**config.mk**
```make
export PLATFORM = sky130hd
export DESIGN_NAME = demux_1_to_8_regbank_flat
export DESIGN_NICKNAME = d
export VERILOG_FILES = /design/src/rtl/demux_1_to_8_regbank_if.sv /design/src/rtl/demux_1_to_8_regbank.sv /design/src/flat_wrapper.sv
export SDC_FILE = /design/constraint.sdc
export NUM_CORES = 1
export LEC_CHECK = 0
export BUFFER_PORTS_ARGS = -buffer_cell sky130_fd_sc_hd__clkbuf_2
export CELL_PAD_IN_SITES_DETAIL_PLACEMENT = 1
export CELL_PAD_IN_SITES_GLOBAL_PLACEMENT = 2
export CORE_ASPECT_RATIO = 0.8
export CORE_MARGIN = 1
export CORE_UTILIZATION = 38
export CTS_CLUSTER_SIZE = 16
export DETAILED_ROUTE_END_ITERATION = 16
export PLACE_DENSITY = 0.84
export SLEW_MARGIN = 40
export SYNTH_ARGS = -nofsm -noshare
export SYNTH_HDL_FRONTEND = slang
export SYNTH_SLANG_ARGS = --single-unit
```
**constraint.sdc**
```tcl
create_clock -name clk -period 5.6 [get_ports clk]
set_input_delay 1.12 -clock clk [delete_from_list [all_inputs] [get_ports clk]]
set_output_delay 1.12 -clock clk [all_outputs]
set_load 0.02 [all_outputs]
```
**src/rtl/demux_1_to_8_regbank_if.sv**
```systemverilog
// demux_1_to_8_regbank_if
//   Write-request bus for the 1:8 register bank.
//   wr_valid  master->slave  write request present
//   wr_ready  slave->master  bank can accept a request this cycle
//   wr_sel    master->slave  destination register index 0..7
//   wr_data   master->slave  data word to write
interface demux_1_to_8_regbank_if #(
  parameter int WIDTH = 6
);
  logic             wr_valid;
  logic             wr_ready;
  logic [2:0]       wr_sel;
  logic [WIDTH-1:0] wr_data;

  modport master (
    output wr_valid,
    output wr_sel,
    output wr_data,
    input  wr_ready
  );

  modport slave (
    input  wr_valid,
    input  wr_sel,
    input  wr_data,
    output wr_ready
  );
endinterface

```
**src/rtl/demux_1_to_8_regbank.sv**
```systemverilog
// demux_1_to_8_regbank
//   Write side of the 8:1 read mux: routes one WIDTH-bit word into one of eight
//   holding registers chosen by a 3-bit code. A request is captured into a
//   one-entry pending stage (IDLE -> COMMIT) and written to its register on the
//   following edge, so peak throughput is one write every two cycles.
// Ports
//   clk      clock, all state changes on the rising edge
//   reset    synchronous active-high reset
//   bus      write request bus (slave side): wr_valid, wr_ready, wr_sel, wr_data
//   clr      synchronous clear of all registers and written flags
//   q0..q7   register contents
//   written  bit k set once qk has been written since the last reset/clr
//   wr_done  one-cycle pulse in the cycle following a commit
module demux_1_to_8_regbank #(
  parameter int WIDTH = 6
) (
  input  logic                    clk,
  input  logic                    reset,
  demux_1_to_8_regbank_if.slave   bus,
  input  logic                    clr,
  output logic [WIDTH-1:0]        q0,
  output logic [WIDTH-1:0]        q1,
  output logic [WIDTH-1:0]        q2,
  output logic [WIDTH-1:0]        q3,
  output logic [WIDTH-1:0]        q4,
  output logic [WIDTH-1:0]        q5,
  output logic [WIDTH-1:0]        q6,
  output logic [WIDTH-1:0]        q7,
  output logic [7:0]              written,
  output logic                    wr_done
);

  typedef enum logic {
    IDLE   = 1'b0,
    COMMIT = 1'b1
  } state_t;

  state_t           state_q;
  logic [2:0]       pend_sel_q;
  logic [WIDTH-1:0] pend_data_q;
  logic [WIDTH-1:0] regs_q [8];
  logic [7:0]       written_q;
  logic             wr_done_q;
  logic             accept;

  // Ready is a function of state, clr and reset only; the request bus never
  // feeds it, so there is no loop through the master's valid logic.
  assign bus.wr_ready = (state_q == IDLE) && !clr && !reset;
  assign accept       = bus.wr_valid && bus.wr_ready;

  // Stage boundary: request -> pending entry. Pending contents are data only;
  // they are meaningful solely while in COMMIT, so they carry no reset.
  always_ff @(posedge clk) begin
    if (accept) begin
      pend_sel_q  <= bus.wr_sel;
      pend_data_q <= bus.wr_data;
    end
  end

  // Stage boundary: pending entry -> register bank, plus control FSM.
  always_ff @(posedge clk) begin
    if (reset) begin
      state_q   <= IDLE;
      written_q <= 8'h00;
      wr_done_q <= 1'b0;
      for (int k = 0; k < 8; k++) regs_q[k] <= '0;
    end else if (clr) begin
      // A write sitting in COMMIT is dropped along with everything else.
      state_q   <= IDLE;
      written_q <= 8'h00;
      wr_done_q <= 1'b0;
      for (int k = 0; k < 8; k++) regs_q[k] <= '0;
    end else begin
      case (state_q)
        IDLE: begin
          wr_done_q <= 1'b0;
          if (accept) state_q <= COMMIT;
        end
        COMMIT: begin
          regs_q[pend_sel_q]    <= pend_data_q;
          written_q[pend_sel_q] <= 1'b1;
          wr_done_q             <= 1'b1;
          state_q               <= IDLE;
        end
        default: begin
          wr_done_q <= 1'b0;
          state_q   <= IDLE;
        end
      endcase
    end
  end

  assign q0      = regs_q[0];
  assign q1      = regs_q[1];
  assign q2      = regs_q[2];
  assign q3      = regs_q[3];
  assign q4      = regs_q[4];
  assign q5      = regs_q[5];
  assign q6      = regs_q[6];
  assign q7      = regs_q[7];
  assign written = written_q;
  assign wr_done = wr_done_q;

endmodule
```
**src/flat_wrapper.sv**
```systemverilog
// flat-port wrapper written by rule: the top's interface ports become plain ports
module demux_1_to_8_regbank_flat 
#(
  parameter int WIDTH = 6
)
  (clk, reset, clr, q0, q1, q2, q3, q4, q5, q6, q7, written, wr_done, bus_wr_valid, bus_wr_sel, bus_wr_data, bus_wr_ready);
  demux_1_to_8_regbank_if #(.WIDTH(WIDTH)) bus_i ();
  input  logic clk;
  input  logic reset;
  input  logic clr;
  output logic [WIDTH-1:0] q0;
  output logic [WIDTH-1:0] q1;
  output logic [WIDTH-1:0] q2;
  output logic [WIDTH-1:0] q3;
  output logic [WIDTH-1:0] q4;
  output logic [WIDTH-1:0] q5;
  output logic [WIDTH-1:0] q6;
  output logic [WIDTH-1:0] q7;
  output logic [7:0] written;
  output logic wr_done;
  input wire logic [$bits(bus_i.wr_valid)-1:0] bus_wr_valid;
  input wire logic [$bits(bus_i.wr_sel)-1:0] bus_wr_sel;
  input wire logic [$bits(bus_i.wr_data)-1:0] bus_wr_data;
  output wire logic [$bits(bus_i.wr_ready)-1:0] bus_wr_ready;
  assign bus_i.wr_valid = bus_wr_valid;
  assign bus_i.wr_sel = bus_wr_sel;
  assign bus_i.wr_data = bus_wr_data;
  assign bus_wr_ready = bus_i.wr_ready;
  demux_1_to_8_regbank #(.WIDTH(WIDTH)) u_core (.clk(clk), .reset(reset), .bus(bus_i), .clr(clr), .q0(q0), .q1(q1), .q2(q2), .q3(q3), .q4(q4), .q5(q5), .q6(q6), .q7(q7), .written(written), .wr_done(wr_done));
endmodule
```
==> qor.yml <==
drt:
  drtAntennaViolNets: 0
  num_vias: 1576
  drt_iter0_drc: 72
  vias_per_cell: 4.91
  drc: 0
  first_pass_iters: 4
  wl_per_cell_um: 16.6
  wl_um: 5330
worst_setup_path:
  r2r_setup_slack_ps: 3450
  critical_path.max_stage_delay_ps: 270
  cp-start-kind: "primary input"
  r2r_cells: 2
  critPathCaptureType: "output port"
  required_ps: 4480
  r2r_start: "u_core.pend_sel_q[2]"
  critPathMaxFanout: 4
  arrival_ps: 1730
  critical_path_class: "primary input to output port"
  cpMostUsedCell: "clkbuf_2"
  path_cells: "clkbuf_2 > nor3_1 > clkbuf_2"
  r2r-end: "u_core.regs_q[5][3]"
  cp_slowest_cell: "nor3_1"
synth:
  ys_seq_area_frac: 0.748
  synthDistinctLibCells: 18
  synthDominantCellAreaShare: 0.669
  synth_area_um2: 2560
  synth_top_area_cell: "edfxtp_1"
  ys_ff_latch: 67
  yosys_warnings: 0
  syn-instance-count: 163
  synth.avg_cell_area_um2: 15.7
  netlist_top_cells_area: "edfxtp_1, dfxtp_1, nor3_1"
  synth_nets: 176
grt:
  antenna_found_initial: 0
  grt_pass1_wl_um: 8060
  grt_pass1_vias: 1542
  grt_max_degree: 33
  globalRouteOverflowTotal: 0
  grt_usage: 0.166
power_and_ir_drop:
  p_leak_nw: 1.18
  ir_drop_mv: 0.201
  power-per-cell-area_nw_per_um2: 334
clock_network:
  ctsResizeCount: 0
  cts.path.max_buffers: 2
  post_cts_buffers: 0
  cts_hold_buf: 0
  cts_buffers: 9
  h-tree-depth: 3
  cts_tree: "yes"
  cts.sinks: 67
  cts_root_buf: "clkbuf_8"
  clkSlewWorstSetupHoldPaths_ps: 70
  clk-insertion-delay-late_ps: 340
worst_hold_path:
  min_path_cells: 1
  hold_class: "flip-flop to flip-flop"
  holdPathEnd: "u_core.written[7]"
  hold_path.startpoint: "u_core.written[7]"
floorplan:
  io_pins: 71
  die_x_um: 93.7
  fp.dieArea_um2: 7060
  num_rows: 26
  start_util: 0.397
  core_um2: 6440
  die_height_um: 75.4
cells_and_area:
  final_util: 0.485
  synthToLayoutAreaGrowth_pct: 22.2
  fill_cells: 694
  diodes: 0
  layout-drive-gt1-share: 0.430
  multi_input_area_um2: 505
  nets: 245
  seq_area_um2: 1910
sta:
  finalHoldViolations: 0
  post-route-min-period_ps: 2850
  max_slew_margin: 0.468
  setup_tns_ps: 0
  slew_violations: 0
  max_freq_mhz: 351
  setup_viol_count_final: 0
  skew_ps: 6.61
  rsz0062_at_grt: "no"
  period_share: 0.509
  worst_pin_slew_ps: 790
placed_design:
  gp_congestion: 0.675
  hpwl_um: 3620
  portBuffers: 70
status:
  status: "finished, final reports clean"
flow_run:
  maxCapViolations: 0
[placed cells by master (no fill, tap or decap), types with 2 or more instances in the layout]
cell type / instances
clkbuf_2: 70
edfxtp_1: 57
nor3_1: 33
nor3_2: 16
dfxtp_1: 10
clkbuf_8: 9
clkinv_1: 8
o2bb2ai_1: 8
o21ai_1: 6
or3b_1: 3
and2_1: 3
buf_4: 3
nand3b_1: 2
o21ai_0: 2
bufinv_16: 2
[flip-flops by register name, summed over array words and instances (netlist names)]
signal,count
u_core.written,8
u_core.regs_q,48
u_core.state_q,1
u_core.wr_done,1
u_core.pend_sel_q,3
u_core.pend_data_q,6
[report_power, final]
group | internal, W | switching (W)
clock | 0.000247 | 0.000171
sequential | 0.000557 | 0.00000585
combinational | 0.0000164 | 0.0000466
total | 0.000820 | 0.000223
[logic make-up after synthesis]
family                 share of synthesized area
buffers and inverters                     0.0548
DFF                                        0.748
AOI/OAI and AO/OA                         0.0431
and+or+nand+nor                            0.155
[cells in the mapped netlist]
cell	count
edfxtp_1	57
nor3_1	33
nor3_2	16
dfxtp_1	10
o2bb2ai_1	8
buf_6	6
clkinv_1	6
o21ai_0	6
buf_2	4
and2_1	3
or3b_1	3
buf_1	2
clkbuf_1	2
nand3b_1	2
o21ai_1	2
buf_8	1
nor2_1	1
or3_1	1
[worst max-delay path by stage]
stage	slack, ps	startpoint	depth (start not counted)	end
2_1_floorplan	2810	reset	1	bus_wr_ready
3_3_place_gp	2660	clr	3	u_core.regs_q[5][4]
3_5_place_dp	2540	clr	3	u_core.regs_q[7][2]
4_1_cts	2740	reset	3	bus_wr_ready
5_1_grt	2690	clr	3	u_core.regs_q[5][0]
6_report	2750	reset	3	bus_wr_ready
[metrics by stage]
stage / power (W) / setup slack [ps] / hold slack, ps / cells / instance area [um^2]
2_1_floorplan: 0.000613 / 2810 / 468 / 163 / 2560
4_1_cts: 0.00105 / 2740 / 477 / 321 / 3130
3_5_place_dp: 0.000637 / 2540 / 460 / 305 / 2920
6_report: 0.00104 / 2750 / 478 / 321 / 3130
3_3_place_gp: 0.000635 / 2660 / 466 / 305 / 2920
5_1_grt: 0.00108 / 2690 / 502 / 321 / 3130
[cell type report]
cell class	instances	share of cell area
timing repair buffer	73	0.119
inverter	6	0.00721
multi-input combinational	75	0.162
sequential	67	0.612
clock inverter	6	0.0256
tap	84	0.0336
clock buffer	10	0.0408
[routing by layer]
layer  track usage  share of wire  vias up  routed length [um]
li1              -              -      751                   -
met4        0.0701          0.014        0                  73
met1         0.186           0.42      751                2220
met2         0.294           0.51       63                2730
met3        0.0599          0.058       11                 309
met5             0              0        -                   0
[worst max-delay path: cells and delay by family]
family / cells / cell delay, ps
buffers and inverters: 2 / 340
AND/OR/NAND/NOR: 1 / 270
Note: power is estimated with default switching activity, not from simulation.
